### src/rtl/ddr_if_pkg.sv
// Shared definitions for the DDR interface link controller: FSM state encoding,
// lane geometry and the training-word lane mapping.
package ddr_if_pkg;

  localparam int NLANES = 5;
  localparam int WORD_W = 14;

  typedef logic [WORD_W-1:0] lane_word_t;
  typedef lane_word_t [NLANES-1:0] lane_bus_t;

  typedef enum logic [2:0] {
    IDLE       = 3'd0,
    DCM_RST    = 3'd1,
    WAIT_LOCK  = 3'd2,
    SERDES_RST = 3'd3,
    TRAIN      = 3'd4,
    RUN        = 3'd5,
    FAULT      = 3'd6
  } link_state_t;

  // Even lanes carry the training word, odd lanes its inverse.
  function automatic lane_bus_t train_bus(input lane_word_t pat);
    lane_bus_t bus;
    for (int i = 0; i < NLANES; i++) begin
      bus[i] = ((i % 2) != 0) ? ~pat : pat;
    end
    return bus;
  endfunction

endpackage

### src/rtl/ddr_if_link_ctrl_sync_2ff.sv
// Two-flop synchronizer used to bring the asynchronous DCM lock into the clk domain.
module sync_2ff (
  input  logic clk,
  input  logic reset_n,
  input  logic d,
  output logic q
);

  logic meta;

  always_ff @(posedge clk or negedge reset_n) begin
    if (!reset_n) begin
      meta <= 1'b0;
      q    <= 1'b0;
    end else begin
      meta <= d;
      q    <= meta;
    end
  end

endmodule

### src/rtl/ddr_if_link_ctrl.sv
// DDR interface link bring-up: DCM reset, lock wait, OSERDES reset, training, run.
// Optional lock monitoring in RUN (relock counting) is enabled by DDR_IF_LOCK_MONITOR_EN.
module ddr_if_link_ctrl
  import ddr_if_pkg::*;
#(
  parameter int         DCM_RST_CYC    = 16,
  parameter int         LOCK_TIMEOUT   = 4096,
  parameter int         SERDES_RST_CYC = 8,
  parameter int         TRAIN_CYC      = 256,
  parameter lane_word_t TRAIN_PAT      = 14'h2A55
) (
  input  logic                           clk,
  input  logic                           reset_n,
  input  logic                           enable,
  input  logic                           dcm_lock,
  input  logic [NLANES-1:0][WORD_W-1:0]  data_in,
  output logic                           dcm_reset,
  output logic                           serdes_rst,
  output logic [NLANES-1:0][WORD_W-1:0]  data_out,
  output logic                           link_up,
  output logic                           fault,
  output logic [7:0]                     relock_cnt,
  output logic [2:0]                     state
);

  localparam int MAX_AB  = (DCM_RST_CYC > LOCK_TIMEOUT) ? DCM_RST_CYC : LOCK_TIMEOUT;
  localparam int MAX_CD  = (SERDES_RST_CYC > TRAIN_CYC) ? SERDES_RST_CYC : TRAIN_CYC;
  localparam int MAX_CYC = (MAX_AB > MAX_CD) ? MAX_AB : MAX_CD;
  localparam int CNT_W   = $clog2(MAX_CYC);

  link_state_t      state_q, state_d;
  logic [CNT_W-1:0] cnt_q, cnt_d;
  logic             lock_s;

  sync_2ff u_lock_sync (
    .clk     (clk),
    .reset_n (reset_n),
    .d       (dcm_lock),
    .q       (lock_s)
  );

  always_comb begin
    state_d = state_q;
    if (!enable) begin
      state_d = IDLE;
    end else begin
      case (state_q)
        IDLE:       state_d = DCM_RST;
        DCM_RST:    if (cnt_q == CNT_W'(DCM_RST_CYC - 1)) state_d = WAIT_LOCK;
        // Lock wins over a timeout landing in the same cycle.
        WAIT_LOCK: begin
          if (lock_s)                                  state_d = SERDES_RST;
          else if (cnt_q == CNT_W'(LOCK_TIMEOUT - 1))  state_d = FAULT;
        end
        SERDES_RST: begin
          if (!lock_s)                                   state_d = DCM_RST;
          else if (cnt_q == CNT_W'(SERDES_RST_CYC - 1))  state_d = TRAIN;
        end
        TRAIN: begin
          if (!lock_s)                              state_d = DCM_RST;
          else if (cnt_q == CNT_W'(TRAIN_CYC - 1))  state_d = RUN;
        end
        RUN: begin
`ifdef DDR_IF_LOCK_MONITOR_EN
          if (!lock_s) state_d = DCM_RST;
`endif
        end
        FAULT:      state_d = FAULT;
        default:    state_d = IDLE;
      endcase
    end
  end

  // Phase counter restarts on every state change; it free-runs in idle states.
  assign cnt_d = (state_d != state_q) ? '0 : cnt_q + CNT_W'(1);

  // Outputs are decoded from the next state so they change on the same edge as state.
  always_ff @(posedge clk or negedge reset_n) begin
    if (!reset_n) begin
      state_q    <= IDLE;
      cnt_q      <= '0;
      dcm_reset  <= 1'b1;
      serdes_rst <= 1'b1;
      link_up    <= 1'b0;
      fault      <= 1'b0;
      data_out   <= '0;
    end else begin
      state_q    <= state_d;
      cnt_q      <= cnt_d;
      dcm_reset  <= (state_d == IDLE) || (state_d == DCM_RST) || (state_d == FAULT);
      serdes_rst <= (state_d == IDLE) || (state_d == SERDES_RST);
      link_up    <= (state_d == RUN);
      fault      <= (state_d == FAULT);
      case (state_d)
        TRAIN:   data_out <= train_bus(TRAIN_PAT);
        RUN:     data_out <= data_in;
        default: data_out <= '0;
      endcase
    end
  end

`ifdef DDR_IF_LOCK_MONITOR_EN
  always_ff @(posedge clk or negedge reset_n) begin
    if (!reset_n) begin
      relock_cnt <= '0;
    end else if (state_q == RUN && state_d == DCM_RST && relock_cnt != 8'hFF) begin
      relock_cnt <= relock_cnt + 8'd1;
    end
  end
`else
  assign relock_cnt = '0;
`endif

  assign state = state_q;

endmodule
### config.mk
export PLATFORM = sky130hd
export DESIGN_NAME = ddr_if_link_ctrl
export DESIGN_NICKNAME = d
export VERILOG_FILES = /design/src/rtl/ddr_if_pkg.sv /design/src/rtl/ddr_if_link_ctrl_sync_2ff.sv /design/src/rtl/ddr_if_link_ctrl.sv
export SDC_FILE = /design/constraint.sdc
export NUM_CORES = 1
export LEC_CHECK = 0
export CORE_MARGIN = 1
export CORE_UTILIZATION = 41
export DETAILED_ROUTE_END_ITERATION = 16
export GPL_ROUTABILITY_DRIVEN = 1
export MAX_ROUTING_LAYER = met4
export PLACE_DENSITY = 0.79
export SKIP_LAST_GASP = 1
export SYNTH_ARGS = -nofsm -noshare
export SYNTH_HDL_FRONTEND = slang
export SYNTH_SLANG_ARGS = --single-unit
### constraint.sdc
create_clock -name clk -period 2.7 [get_ports clk]
set_input_delay 0.54 -clock clk [delete_from_list [all_inputs] [get_ports clk]]
set_output_delay 0.54 -clock clk [all_outputs]
set_load 0.05 [all_outputs]
==> results of run 1 <==
[final timing paths]
check | start | to | depth (start not counted)
max | cnt_q[8] | cnt_q[1] | 6
min | reset_n | state[1] | 1
max reg2reg | cnt_q[8] | cnt_q[1] | 6
min reg2reg | u_lock_sync.meta | u_lock_sync.q | 0
max in group asynchronous | reset_n | dcm_reset | 2
min in group clk | u_lock_sync.meta | u_lock_sync.q | 0
[layout make-up]
class | count | area share
sequential | 91 | 0.433
timing repair buffer | 153 | 0.294
multi-input combinational | 170 | 0.212
clock buffer | 10 | 0.0261
tap | 105 | 0.0249
clock inverter | 6 | 0.00736
inverter | 5 | 0.00356
[power groups by stage]
stage / Combinational [mW] / Sequential [mW] / Clock (mW)
4_1_cts: 0.338 / 1.41 / 0.853
5_1_grt: 0.359 / 1.41 / 0.909
2_1_floorplan: 0.0965 / 1.50 / 0
3_5_place_dp: 0.337 / 1.43 / 0
6_report: 0.334 / 1.41 / 0.817
3_3_place_gp: 0.333 / 1.43 / 0
[state kept, by name, indices dropped and copies added, names as in the netlist]
name              flops
serdes_rst            1
cnt_q                12
data_out             70
state                 3
u_lock_sync.meta      1
u_lock_sync.q         1
fault                 1
link_up               1
dcm_reset             1
[synthesized netlist by cell type, types with 2 or more instances]
cell	n	area share
clkbuf_1	4	0.0043
a21oi_2	2	0.0050
a21oi_1	4	0.0057
o21ai_0	4	0.0057
nand3b_1	3	0.0064
o21a_1	35	0.074
dfrtp_1	89	0.63
clkbuf_2	2	0.0028
nand2b_1	2	0.0035
xor2_1	5	0.012
or4_1	3	0.0064
o31ai_1	2	0.0043
inv_1	5	0.0053
and2_1	36	0.064
nor2_1	9	0.0096
nand2_1	8	0.0085
a31oi_1	2	0.0035
xnor2_1	6	0.015
nor4_1	3	0.0053
nor3b_1	2	0.0043
buf_2	4	0.0057
dfstp_2	2	0.015
nor3_1	15	0.021
nand3_1	5	0.0071
buf_6	3	0.0096
nand4_1	2	0.0035
buf_4	8	0.017
[kinds of logic (layout without fill, tap and decap cells)]
kind of cell,Yosys count,after routing,share of synthesized area
compound gates,55,55,0.116
other cells,1,8,0.00106
xor+xnor,11,11,0.0273
simple gates,94,94,0.154
flops,91,91,0.646
fa+ha+maj,1,1,0.00354
buf+inv,27,174,0.0457
mux,1,1,0.00638
[routing by layer]
metal | global-route usage | share of wire | up-vias
li1 | - | - | 1228
met1 | 0.252 | 0.43 | 1273
met2 | 0.299 | 0.49 | 109
met3 | 0.0523 | 0.068 | 6
met4 | 0.0631 | 0.011 | 0
met5 | - | 0 | -
[through the flow]
step / hold slack, ns / power (mW) / setup slack (ns)
3_3_place_gp: 0.333 / 1.76 / 0.202
4_1_cts: 0.176 / 2.60 / 0.117
5_1_grt: 0.190 / 2.68 / -0.0340
6_report: 0.170 / 2.56 / 0.120
2_1_floorplan: 0.244 / 1.59 / 0.305
3_5_place_dp: 0.341 / 1.77 / 0.138
==> results by group, run 1 <==
Final layout
  – # diodes: 0
  – Layout area overhead: 49.2%
  – Register Area: 2280 um^2
  – Nets: 505
  – Fin util: 0.638
  – Commonest non-fill, non-tap cell in the layout: clkdlybuf4s50_1
  – Fraction of layout cells with a size suffix above 1: 0.0690
  – Layout fillers: 650
  – Commonest non-fill, non-tap cells in the layout: clkdlybuf4s50_1 (149), dfrtp_1 (89), and2_1 (36)
  – Area of the multi-input gates: about 1100 um^2
  – Fin area: 5270 um^2
  – Post-route non-filler standard cell count: 540

Floorplan
  – DIE AREA: around 9000 um^2
  – Starting Density: 0.428
  – Num rows: 33
  – Die W: 94.8 um
  – Num ports: 159
  – DIE HEIGHT: 94.8 um
  – Core area: 8260 um^2

Global routing
  – Vias in the first global route: roughly 2600
  – Largest net degree at the start of global routing: 52
  – Total GRT Usage: 0.195
  – GRT overflow: 0
  – Initial antenna violation count: 0
  – First-pass GRT wire length: 12.7 mm

Worst setup path
  – Critical Path Start Type: flip-flop
  – Slowest-stage cell, CP: or4_1
  – Kind of cell adding the most delay to the critical path: simple AND/OR/NAND/NOR gates
  – Worst setup EP type: flip-flop
  – CP Data Required Time: a little under 3 ns
  – Worst Path Buf+Inv: 0
  – Reg-to-reg slack, setup: 0.12 ns
  – Data arrival, critical path: 2.83 ns
  – Cells along the critical path: or4_1 > or4_4 > a2bb2oi_2 > a21oi_2 > mux2i_4 > nor3b_1
  – CP Class: flip-flop to flip-flop
  – CP Max Fanout: 10
  – Delay of the slowest critical-path stage: 0.63 ns

Logic synthesis
  – FFs w/ async S/R, synth: 1.00
  – Netlist Area Pre-Place: 3530 um^2
  – Register area share after synthesis: 0.646
  – Syn. warnings: 0
  – Yosys reg bits: slightly above 90
  – Post-synth EDFFs: 0
  – Synth Flop Type: dfrtp_1
  – Avg Inst Size Synth: about 13 um^2
  – Cells after Synth: 281
  – Post-synthesis cell type count: 43

Outcome
  – Outcome: finished clean

Timing
  – Final cycle utilization of the critical path: 0.956
  – Final setup fails: 0
  – Final worst clock skew: approximately 0.0096 ns
  – Setup TNS: 0 ns
  – Fmax achieved: 388 MHz
  – Max Slew Vio Count: 0
  – Fin crit period: 2.58 ns
  – RSZ-0062 raised after global routing: yes
  – Final hold violations: 0
  – Worst Tran Pin Value: 0.677 ns
  – Slew headroom: 0.544

Placement
  – Inst Count DP: approximately 520
  – Final HPWL DP: 5.68 mm
  – Post-Place Cell Area: 5090 um^2
  – Gpl congestion: about 0.89
  – Port Buffers: 150

Routing
  – Total number of vias: 2616
  – Drt first pass iters: 4
  – DRT Wirelength: 7.85 mm
  – Avg Vias per Cell: 4.84
  – Drc violations: 0
  – Avg WL per Cell: 14.5 um
  – DRT iter0 DRCs: 148
  – DRT antenna net count: 0

Power
  – Comb power frac: 0.131
  – Leakage power: 2.32 nW
  – Worst vdd ir: 0.379 mV
  – Pwr/cell area: around 490 nW/um^2
  – Flop pwr share: 0.550
  – Clk pwr share: 0.320
  – Psw: between 600 and 700 uW
  – Sw Ratio: 0.256
  – Internal power: 1.90 mW

Clock network
  – Post-CTS sizing: 0
  – CTS root buf: clkbuf_8
  – H-tree levels: 3
  – CTS tree: yes
  – Max Root-Sink Buffers: 2
  – Quantity of hold-fixing buffers added after cts: 0
  – Clock latency on the worst-skew pair: 0.35 ns
  – Clock transition at path regs: around 0.080 ns
  – Post-CTS Setup Inserts: 0
  – Clock Sinks: 91
  – Num CTS Buffers: 9

Flow run
  – Max Cap Viol: 0

Worst hold path
  – Hold Path Class: primary input to asynchronous set/reset pin
No activity file was read; power rests on OpenSTA's default activity.
==> run 2, diff against run 1 <==
- CTS_CLUSTER_DIAMETER: not set -> 200
- clock period: 2.7 -> 2.8 ns (I/O delays scaled with it)
==> run 2 against run 1 <==
Effect of this change:
- worst hold slack gained 0.19 ns
- clock power shrank 4.7%
- critical path type unchanged
- sequential share of layout area grew 0.14 points
- fmax grew 0.29%
- worst setup slack gained 0.11 ns
- highest routed layer unchanged
- via count grew 1.0%
==> results by group, run 2 (synthesized netlist as in run 1, its figures left out) <==
Global routing
  – Initial antenna violation count: 0
  – Vias in the first global route: 2683
  – Largest net degree at the start of global routing: 92
  – First-pass GRT wire length: 13.0 mm
  – Total GRT Usage: 0.199
  – GRT overflow: 0

Placement
  – Port Buffers: 150
  – Gpl congestion: around 0.84
  – Final HPWL DP: 5.73 mm
  – Post-Place Cell Area: roughly 5100 um^2
  – Pre-CTS setup slack: 0.138 ns

Outcome
  – Outcome: finished clean

Clock network
  – Max Root-Sink Buffers: 2
  – CTS tree: yes
  – Clock Sinks: 91
  – CTS root buf: clkbuf_8
  – Num CTS Buffers: 9
  – Clock latency on the worst-skew pair: 0.36 ns
  – H-tree levels: 3
  – Clock transition at path regs: 0.08 ns
  – Post-CTS Setup Inserts: 0

Routing
  – Drc violations: 0
  – Avg Vias per Cell: 4.90
  – DRT iter0 DRCs: roughly 160
  – DRT Wirelength: about 8.3 mm
  – Avg WL per Cell: 15.5 um
  – Total number of vias: 2643
  – DRT antenna net count: 0
  – Drt first pass iters: 5

Floorplan
  – Die W: ~95 um
  – Num rows: 33
  – DIE HEIGHT: 94.8 um
  – Num ports: 159
  – Core area: around 8300 um^2
  – DIE AREA: 8990 um^2
  – Starting Density: 0.428

Worst setup path
  – Critical Path Start Type: flip-flop
  – Worst Reg2Reg Path Length in Cells: 6
  – Data arrival, critical path: 2.86 ns
  – CP Max Fanout: 18
  – CP Class: flip-flop to flip-flop
  – Worst setup EP type: flip-flop
  – Worst r2r dst: data_out[51]
  – Cells along the critical path: or4_1 > nor4_1 > o21ai_0 > a21oi_2 > nor2b_4 > and2_1
  – Worst setup path endpoint: data_out[51]
  – Origin of the critical flop-to-flop path: cnt_q[8]
  – CP Data Required Time: 3.09 ns
  – Delay of the slowest critical-path stage: 0.64 ns
  – Worst setup path start: cnt_q[8]
  – Slowest-stage cell, CP: or4_1
  – Reg-to-reg slack, setup: between 0.2 and 0.25 ns

Worst hold path
  – Hold Path Class: flip-flop to flip-flop

Power
  – Leakage power: ~2.3 nW
  – Worst vdd ir: 0.281 mV
  – Post-route total power: 2.46 mW
  – Pwr/cell area: about 470 nW/um^2

Flow run
  – Max Cap Viol: 0

Timing
  – Final worst clock skew: around 0.013 ns
  – Final hold violations: 0
  – Setup ws final: 0.227 ns
  – Final cycle utilization of the critical path: 0.919
  – Fin crit period: 2.57 ns
  – RSZ-0062 raised after global routing: no
  – Max Slew Vio Count: 0
  – Setup TNS: 0 ns
  – Worst Tran Pin Value: around 1.1 ns
  – Fmax achieved: 389 MHz
  – Slew headroom: 0.243
  – Final setup fails: 0

Final layout
  – Commonest non-fill, non-tap cell in the layout: clkdlybuf4s50_1
  – Fin area: 5250 um^2
  – Layout area overhead: 48.7%
  – # diodes: 0
  – Max FFs per register: 70
  – Commonest non-fill, non-tap cells in the layout: clkdlybuf4s50_1 (149), dfrtp_1 (89), and2_1 (36)
  – Largest register by flop count: data_out
  – Nets: about 510
  – Fraction of layout cells with a size suffix above 1: 0.0668
run 2: power breakdown:
part	switching [mW]	internal, mW	total, mW
clock network	0.462	0.317	0.779
registers	0.0164	1.34	1.36
logic	0.175	0.146	0.321
run 2: stage by stage:
stage	util	hold WS, ns	std cells
after floorplan	-	0.264	288
final	0.636	0.355	539
after global routing	0.636	0.378	539
after CTS	0.634	0.360	538
after global placement	0.614	0.337	523
after detailed placement	0.614	0.336	523
run 2: what timing repair did:
item                       4_1_cts  5_1_grt
setup endpoints to repair        0       21
hold buffers                     0        0
gates resized for setup          0        1
run 2: worst min path at each step:
stage,slack [ns],to,start,cells after the start
finish,0.36,u_lock_sync.q,u_lock_sync.meta,0
global route,0.38,u_lock_sync.q,u_lock_sync.meta,0
CTS,0.36,u_lock_sync.q,u_lock_sync.meta,0
detailed placement,0.34,u_lock_sync.q,u_lock_sync.meta,0
global placement,0.34,u_lock_sync.q,u_lock_sync.meta,0
floorplan,0.26,cnt_q[0],reset_n,0
run 2: critical path, delay by kind of cell, from the launching register on:
kind             cells  cell delay (ns)
AND/OR/NAND/NOR      4             1.64
flip-flops           1             0.41
AO/OA/AOI/OAI        2             0.46
run 2: cell type report:
class | count | area [um^2]
multi-input cells | 171 | 1130
inverters | 5 | 18.8
well taps | 105 | 131
repair buffers | 152 | 1530
flip-flops and latches | 91 | 2280
fillers | 659 | 3010
clock buffers | 9 | 124
clock inverters | 6 | 41.3
run 2: routing by layer:
layer,vias up,global-route usage,share of wire
met5,-,-,0
met1,1270,0.246,0.42
li1,1230,-,-
met3,16,0.0515,0.070
met2,127,0.314,0.49
met4,0,0.0732,0.017
==> run 3, diff against run 2 <==
- HOLD_SLACK_MARGIN: not set -> 0.03
==> results of run 3 <==
Same layout as run 2: the final DEF is identical, and so are final timing and power.
